[src/rtl/piso_pkg.sv]
// Shared types, defaults and sizing helpers for the PISO serializer.
// Build option: define PISO_PARITY_EN to append an even-parity bit to every frame.
package piso_pkg;

  localparam int DEFAULT_WIDTH = 4;

  typedef enum logic {
    IDLE  = 1'b0,
    SHIFT = 1'b1
  } state_t;

  // Bit counter must be able to hold FRAME_LEN-1, which is WIDTH when parity is on.
  function automatic int cnt_width(input int width);
    return $clog2(width + 1);
  endfunction

  function automatic int frame_len(input int width);
`ifdef PISO_PARITY_EN
    return width + 1;
`else
    return width;
`endif
  endfunction

endpackage

[src/rtl/piso_serializer_if.sv]
// Load handshake and serial-output bundle between producer, serializer and wire.
// The serializer takes the slave view; the producer/observer takes the master view.
interface piso_serializer_if
  import piso_pkg::*;
#(
  parameter int WIDTH = DEFAULT_WIDTH
);

  logic             load_valid;
  logic             load_ready;
  logic [WIDTH-1:0] data_in;
  logic             s_out;
  logic             s_valid;
  logic             done;

  modport master (
    output load_valid,
    output data_in,
    input  load_ready,
    input  s_out,
    input  s_valid,
    input  done
  );

  modport slave (
    input  load_valid,
    input  data_in,
    output load_ready,
    output s_out,
    output s_valid,
    output done
  );

endinterface

[src/rtl/piso_bit_counter.sv]
// Loadable down-counter with terminal-count flag; load has priority over decrement
// and the count holds at zero rather than wrapping.
module piso_bit_counter
  import piso_pkg::*;
#(
  parameter int CW = cnt_width(DEFAULT_WIDTH)
) (
  input  logic          clk,
  input  logic          rst,
  input  logic          load,
  input  logic [CW-1:0] load_val,
  input  logic          dec,
  output logic [CW-1:0] count,
  output logic [CW-1:0] count_nxt,
  output logic          tc
);

  // NOTE: every variable assigned in always_comb gets a default first, so no latch is inferred.
  always_comb begin
    count_nxt = count;
    if (load) begin
      count_nxt = load_val;
    end else if (dec && (count != '0)) begin
      count_nxt = count - 1'b1;
    end
  end

  // NOTE: sequential state uses non-blocking assignments so all flops update from pre-edge values.
  always_ff @(posedge clk or posedge rst) begin
    if (rst) begin
      count <= '0;
    end else begin
      count <= count_nxt;
    end
  end

  assign tc = (count == '0);

endmodule

[src/rtl/piso_serializer.sv]
// Parallel-in serial-out transmitter: MSB-first, one bit per clock, gapless back-to-back frames.
// Build option: PISO_PARITY_EN appends an even-parity bit after the LSB.
module piso_serializer
  import piso_pkg::*;
#(
  parameter int WIDTH = DEFAULT_WIDTH
) (
  input  logic               clk,
  input  logic               rst,
  piso_serializer_if.slave   bus
);

  localparam int            FRAME_LEN = frame_len(WIDTH);
  localparam int            CW        = cnt_width(WIDTH);
  localparam logic [CW-1:0] LAST_IDX  = CW'(FRAME_LEN - 1);

  state_t           state, state_nxt;
  logic             armed;
  logic [WIDTH-1:0] shreg, shreg_nxt;
  logic [CW-1:0]    cnt, cnt_nxt;
  logic             tc;
  logic             shifting;
  logic             load_ready;
  logic             accept;
  logic             bit_nxt;
  logic             s_out_nxt, s_valid_nxt, done_nxt;
  logic             s_out_q, s_valid_q, done_q;

  assign shifting = (state == SHIFT);
  assign accept   = bus.load_valid && load_ready;

  // armed keeps load_ready low during reset and for the edge it is released on.
  always_ff @(posedge clk or posedge rst) begin
    if (rst) begin
      state <= IDLE;
      armed <= 1'b0;
    end else begin
      state <= state_nxt;
      armed <= 1'b1;
    end
  end

  always_comb begin
    state_nxt = state;
    case (state)
      IDLE:    if (accept) state_nxt = SHIFT;
      SHIFT:   if (tc && !accept) state_nxt = IDLE;
      default: state_nxt = IDLE;
    endcase
  end

  piso_bit_counter #(
    .CW (CW)
  ) u_bit_counter (
    .clk       (clk),
    .rst       (rst),
    .load      (accept),
    .load_val  (LAST_IDX),
    .dec       (shifting),
    .count     (cnt),
    .count_nxt (cnt_nxt),
    .tc        (tc)
  );

  always_comb begin
    shreg_nxt = shreg;
    if (accept) begin
      shreg_nxt = bus.data_in;
    end else if (shifting) begin
      shreg_nxt = {shreg[WIDTH-2:0], 1'b0};
    end
  end

`ifdef PISO_PARITY_EN
  logic parity, parity_nxt;

  assign parity_nxt = accept ? ^bus.data_in : parity;

  always_ff @(posedge clk or posedge rst) begin
    if (rst) begin
      parity <= 1'b0;
    end else begin
      parity <= parity_nxt;
    end
  end
`endif

  // Outputs are precomputed from next-state values so the registered copies line up
  // with the bit the counter and shift register describe in the same cycle.
  always_comb begin
    load_ready  = armed && ((state == IDLE) || tc);
    s_valid_nxt = (state_nxt == SHIFT);
    bit_nxt     = shreg_nxt[WIDTH-1];
`ifdef PISO_PARITY_EN
    if (cnt_nxt == '0) bit_nxt = parity_nxt;
`endif
    s_out_nxt   = s_valid_nxt && bit_nxt;
    done_nxt    = s_valid_nxt && (cnt_nxt == '0);
  end

  always_ff @(posedge clk or posedge rst) begin
    if (rst) begin
      shreg     <= '0;
      s_out_q   <= 1'b0;
      s_valid_q <= 1'b0;
      done_q    <= 1'b0;
    end else begin
      shreg     <= shreg_nxt;
      s_out_q   <= s_out_nxt;
      s_valid_q <= s_valid_nxt;
      done_q    <= done_nxt;
    end
  end

  assign bus.load_ready = load_ready;
  assign bus.s_out      = s_out_q;
  assign bus.s_valid    = s_valid_q;
  assign bus.done       = done_q;

endmodule

[src/flat_wrapper.sv]
// flat-port wrapper written by rule: the top's interface ports become plain ports
module piso_serializer_flat import piso_pkg::*;
#(
  parameter int WIDTH = DEFAULT_WIDTH
)
  (clk, rst, bus_load_valid, bus_data_in, bus_load_ready, bus_s_out, bus_s_valid, bus_done);
  piso_serializer_if #(.WIDTH(WIDTH)) bus_i ();
  input  logic clk;
  input  logic rst;
  input wire logic [$bits(bus_i.load_valid)-1:0] bus_load_valid;
  input wire logic [$bits(bus_i.data_in)-1:0] bus_data_in;
  output wire logic [$bits(bus_i.load_ready)-1:0] bus_load_ready;
  output wire logic [$bits(bus_i.s_out)-1:0] bus_s_out;
  output wire logic [$bits(bus_i.s_valid)-1:0] bus_s_valid;
  output wire logic [$bits(bus_i.done)-1:0] bus_done;
  assign bus_i.load_valid = bus_load_valid;
  assign bus_i.data_in = bus_data_in;
  assign bus_load_ready = bus_i.load_ready;
  assign bus_s_out = bus_i.s_out;
  assign bus_s_valid = bus_i.s_valid;
  assign bus_done = bus_i.done;
  piso_serializer #(.WIDTH(WIDTH)) u_core (.clk(clk), .rst(rst), .bus(bus_i));
endmodule
[config.mk]
export PLATFORM = sky130hd
export DESIGN_NAME = piso_serializer_flat
export DESIGN_NICKNAME = d
export VERILOG_FILES = /design/src/rtl/piso_pkg.sv /design/src/rtl/piso_serializer_if.sv /design/src/rtl/piso_bit_counter.sv /design/src/rtl/piso_serializer.sv /design/src/flat_wrapper.sv
export SDC_FILE = /design/constraint.sdc
export NUM_CORES = 1
export LEC_CHECK = 0
export BUFFER_PORTS_ARGS = -buffer_cell sky130_fd_sc_hd__buf_2
export CAP_MARGIN = 20
export CELL_PAD_IN_SITES_DETAIL_PLACEMENT = 1
export CELL_PAD_IN_SITES_GLOBAL_PLACEMENT = 2
export CORE_MARGIN = 3
export CORE_UTILIZATION = 28
export DETAILED_ROUTE_END_ITERATION = 7
export GPL_TIMING_DRIVEN = 0
export HOLD_SLACK_MARGIN = 0.1
export PLACE_DENSITY_LB_ADDON = 0.1
export SYNTH_ARGS = -nofsm -noshare
export SYNTH_HDL_FRONTEND = slang
export SYNTH_SLANG_ARGS = --single-unit
export TNS_END_PERCENT = 5
[constraint.sdc]
create_clock -name clk -period 1.4 [get_ports clk]
set_clock_uncertainty 0.1 [all_clocks]
set_input_delay 0.21 -clock clk [delete_from_list [all_inputs] [get_ports clk]]
set_output_delay 0.21 -clock clk [all_outputs]
set_load 0.03 [all_outputs]
* Word level (Yosys, flattened, before mapping)
Index checks and enable logic that the tools add are counted.
Storage, ports and cells: output and inout bits 4, logic and storage cells 28, register bits after elaboration 11
Cells by class: bitwise logic cells 1, multiplexer cells 7, reductions and logical operators 12, $add $sub $neg 1
Operators by type and width (count):
- $mux W4 | 2
- $logic_and A1 B1 Y1 | 6
- $logic_not A3 Y1 | 2
- $mux W3 | 2
- $reduce_bool A3 Y1 | 1
- $sub A3 B1 Y3 const B | 1
- $mux W1 | 2
- $pmux W1 S2 | 1
- $reduce_bool A2 Y1 | 1
- $logic_not A1 Y1 | 1
- $logic_or A1 B1 Y1 | 1
- $not A1 Y1 | 1

* Depth between registers and ports, before layout
depth after elaboration 9, depth in mapped cells 5

* By module
From an unflattened synthesis, not the netlist that was laid out.
Unflattened totals: cell total of the unflattened synthesis 43, area, all modules 554.3 µm²
Modules (own cells, without submodules):
- piso_serializer | cells an instance 23, sequential area each 175.2 µm², times used 1, area an instance 340.3 µm²
- piso_bit_counter | cells an instance 20, sequential area each 75.1 µm², times used 1, area an instance 214.0 µm²

* Worst setup path after synthesis
No wires, ideal clock.
kind register -> register, from reg u_core.u_bit_counter.count[0], to reg u_core.shreg[1], cell stages (with the launch flop) 6, arrival time 1.291 ns, buffers on the path 0, library setup time 0.125 ns, clock period less this slack 1.516 ns, path slack -0.116 ns, cells stage by stage dfrtp_1 inv_1 ha_1 nand2b_4 a21oi_4 mux2_2
On the way: longest elaborated chain between the ends 5
Ends and longest elaborated chain:
- from (decl) | RTL line piso_bit_counter.sv:13 | output logic [CW-1:0] count,
- from (signal assigned) | RTL line piso_bit_counter.sv:33 | count <= count_nxt;
- $logic_not A3 Y1 (*) | RTL line piso_bit_counter.sv:37 | assign tc = (count == '0);
- $logic_or A1 B1 Y1 (*) | RTL line piso_serializer.sv:91 | load_ready = armed && ((state == IDLE) || tc);
- $logic_and A1 B1 Y1 (*) | RTL line piso_serializer.sv:91
- $logic_and A1 B1 Y1 (*) | RTL line piso_serializer.sv:30 | assign accept = bus.load_valid && load_ready;
- $mux W4 or $reduce_bool A2 Y1 (tied branches)
- to (signal assigned) | RTL line piso_serializer.sv:108 | shreg <= shreg_nxt;
- to (decl) | RTL line piso_serializer.sv:19 | logic [WIDTH-1:0] shreg, shreg_nxt;
Mark *: on every way between the ends. The rest lies on a longest branch, timed or not. A chain may end at the register's enable or synchronous reset.

* Worst setup path in the final report
from reg u_core.u_bit_counter.count[0], to out bus_load_ready
On the way: longest elaborated chain between the ends 3
Ends and longest elaborated chain:
- $logic_not A3 Y1 | RTL line piso_bit_counter.sv:37
- $logic_or A1 B1 Y1 | RTL line piso_serializer.sv:91
- $logic_and A1 B1 Y1 | RTL line piso_serializer.sv:91
- to (decl) | RTL line flat_wrapper.sv:12 | output wire logic [$bits(bus_i.load_ready)-1:0] bus_load_ready;
No other way between the ends.

==> impl_results.md <==
* Status: finished, violations left
* Failing checks: negative setup slack
* YS warnings at 0
* Via count at 415
* Nature of the critical path endpoint: output pin
* HPWL Detailed at 723.1 microns
* Buf/Inv on CP at 2
* Worst-path cell chain: inv_2 > ha_4 > nand2b_4 > nand2_4 > and2_4 > buf_6
* Total CTS buffers at 3
* Sequential area share after synthesis at 50.13%
* First-pass GRT wire length at 1.952 mm
* Setup TNS at -0.7034 ns
* Die Footprint at ~0.0023 sq mm
* Max incr delay on CP at 0.41 ns
* Initial core utilization at 31.32%
* Clock Latency Late Sink at 0.27 ns
* All-Layer GR Usage at 12.62%
* Final Hold Viols at 0
* Synth area leaders: dfrtp_1, mux2_4, ha_1
* M3 GR Usage at 4.797%
* Starting DRT DRC Count at 0
* Max-Cap Viols at 0
* Most common cell in the netlist: dfrtp_1
* Complex-gate fraction of the synthesized area at 11.53%
* CTS tree: yes
* HP Class: input port to register
* Fin crit share at 113.5%
* Final worst setup slack at -0.1887 ns
* Adder-cell area share of the yosys netlist at about 5%
* Number of H-tree levels at 1
* RSZ-0062 raised after global routing: yes
* Cell Pwr Density at 2222 mW/mm^2
* Die width at 48.23 microns
* Pleak at 0.4067 nW
* Pwr Total at 0.001765 W
* Cell taking the most area after synthesis: dfrtp_1
* Antenna violations before repair at 0
* Met2 Use GR at 19.79%
* Minimum clock period at between 1.5 and 2 ns
* Critical path peak fanout at 2
* Routed wire length at ~1.2 mm
* Avg WL per Cell at 12.26 microns
* Fraction of synthesized area in multiplexers at between 10% and 20%
* Port buffer count at 10
* Seq. cell area at 251.5 sq um
* Mapped cell area at 499.2 sq um
* Max-slew violation count at 0
* GR peak layer: met2
* Async SR Flop Fraction at 100.0%
* Worst hold slack at 0.1512 ns
* Dpl cell area at slightly below 600 sq um
* Row count at 14
* Final net count at 81
* IO Pins at 11
* Met1 Resource Use GR at approximately 15%
* Core ar. at 0.001594 sq mm
* Synth Area in XOR/XNOR at 0%
* Clock buffer depth at 2
* Routability cong. at 0.6536
* Synth Register Bits at 10
* Clk slew on worst S/H paths at 0.07 ns
* Vias per cell at 4.368
* Area of the multi-input gates at 276.5 sq um
* ANT cells at 0
* Required @ worst endpoint at 1.09 ns
* Die Height at 48.23 microns
* Vias in the first global route at 442
* Post-route cell area at ~790 sq um
* Peak supply drop at 986.6 uV
* EDFF count, synth at 0
* Max frequency at about 630 MHz
* Filler instances at 178
* Simple-gate share of the synthesized area at 15.54%
* Main flop type after synthesis: dfrtp_1
* # setup viols final at 7
* Post-synth top cells: dfrtp_1, nand2_1, inv_1, nor2_1
* Syn Area/Cell at 11.61 sq um
* Combinational family with the most area after synthesis: simple AND/OR/NAND/NOR gates
* Synth Instances at 43
* CTS root buf: clkbuf_4
* Type of the worst setup path: register to output pin
* Area Overhead vs Synth at 59.15%
* GRT overflow at 0
* Initial DRT Pass Iterations at 1
* ANT nets after route at 0
* Cell variety after synth at 22
* Reg2reg setup slack at -0.15 ns
* Largest net degree at the start of global routing at 11
* Synth top area share at 50.13%
* Syn Nets at 52
* Layout cells sized above 1 at 54.93%
* Slowest-stage cell, CP: dfrtp_1
* WP data arrival at ~1.3 ns
* Delay-heaviest family, CP: flip-flops
* CTS Sinks at 10
* Startpoint types: register
* DRC at 0
==> worst paths after layout <==
check / to / startpoint / cells past startpoint
min in group asynchronous: u_core.u_bit_counter.count[2] / rst / 3
min reg2reg: u_core.bus.s_out / u_core.shreg[2] / 1
max: bus_load_ready / u_core.u_bit_counter.count[0] / 6
max reg2reg: u_core.shreg[2] / u_core.u_bit_counter.count[0] / 6
min: u_core.shifting / bus_load_valid / 3
max in group asynchronous: u_core.shifting / rst / 3
==> through the flow <==
step,util (%),worst slack (ns),cells
after floorplan,-,-0.06141,43
after global placement,37.05,-0.1658,77
after detailed placement,37.05,-0.2067,77
after CTS,49.84,-0.1835,95
after global routing,49.84,-0.2640,95
final,49.84,-0.1887,95
==> registers in the layout, summed over array words and instances, names as in the netlist <==
name,flops
u_core.shreg,3
u_core.u_bit_counter.count,3
u_core.armed,1
u_core.bus.done,1
u_core.bus.s_out,1
u_core.shifting,1
==> metal layers <==
layer  vias to the layer above  share of wire [%]
met2                        11                 49
met4                         0                1.2
met5                         -                  0
met1                       201                 45
met3                         2                4.8
li1                        201                  -
==> where the power goes <==
group / total, W / internal, W / switching (W)
clock: 0.000271 / 0.000158 / 0.000113
combinational: 0.00101 / 0.000540 / 0.000467
sequential: 0.000487 / 0.000401 / 0.0000865
total: 0.00177 / 0.00110 / 0.000666
==> cell families after synthesis <==
kind of cell             after synthesis
AND/OR/NAND/NOR                       14
flip-flops                            10
AO/OA/AOI/OAI                          7
multiplexers                           5
buffers and inverters                  4
adder cells (fa/ha/maj)                2
other                                  1
==> worst min-delay path: cells and delay by family <==
family        cells  cell delay, ns
buf+inv           1            0.07
simple gates      2            0.20
==> timing repair <==
item,CTS,global route
pin swaps,5,3
hold buffers,5,0
gates resized for setup,13,0
setup endpoints to repair,5,8
buffers inserted,9,0
hold endpoints to repair,14,0
==> cell usage in the layout, fill, tap and decap left out <==
master,Yosys,final
a21o_1,1,1
and2_4,0,1
dfrtp_1,10,9
and3_1,2,2
and3b_1,1,1
a21oi_4,1,1
buf_6,1,3
mux2_4,2,4
a21oi_1,2,2
nand2b_4,1,1
buf_2,0,9
a32o_1,1,1
o21bai_1,1,1
nand2_1,4,2
dlygate4sd3_1,0,5
buf_4,0,8
clkbuf_8,0,1
ha_4,0,2
conb_1,1,1
mux2i_1,1,1
nor3_2,0,1
inv_1,3,1
nand3_1,1,1
nand2_2,0,1
a31oi_1,1,1
inv_2,0,2
dfrtp_2,0,1
nor2_1,3,3
clkbuf_4,0,3
nand2_4,0,1
==> layout make-up <==
| class | count | share of cell area [%] |
|---|---|---|
| plain buffers | 1 | 1.417 |
| clock buffers | 4 | 4.567 |
| inverters | 3 | 1.417 |
| multi-input cells | 29 | 34.80 |
| flip-flops and latches | 10 | 31.65 |
| well taps | 24 | 3.780 |
| repair buffers | 24 | 22.36 |
(Power assumes the default switching activity.)
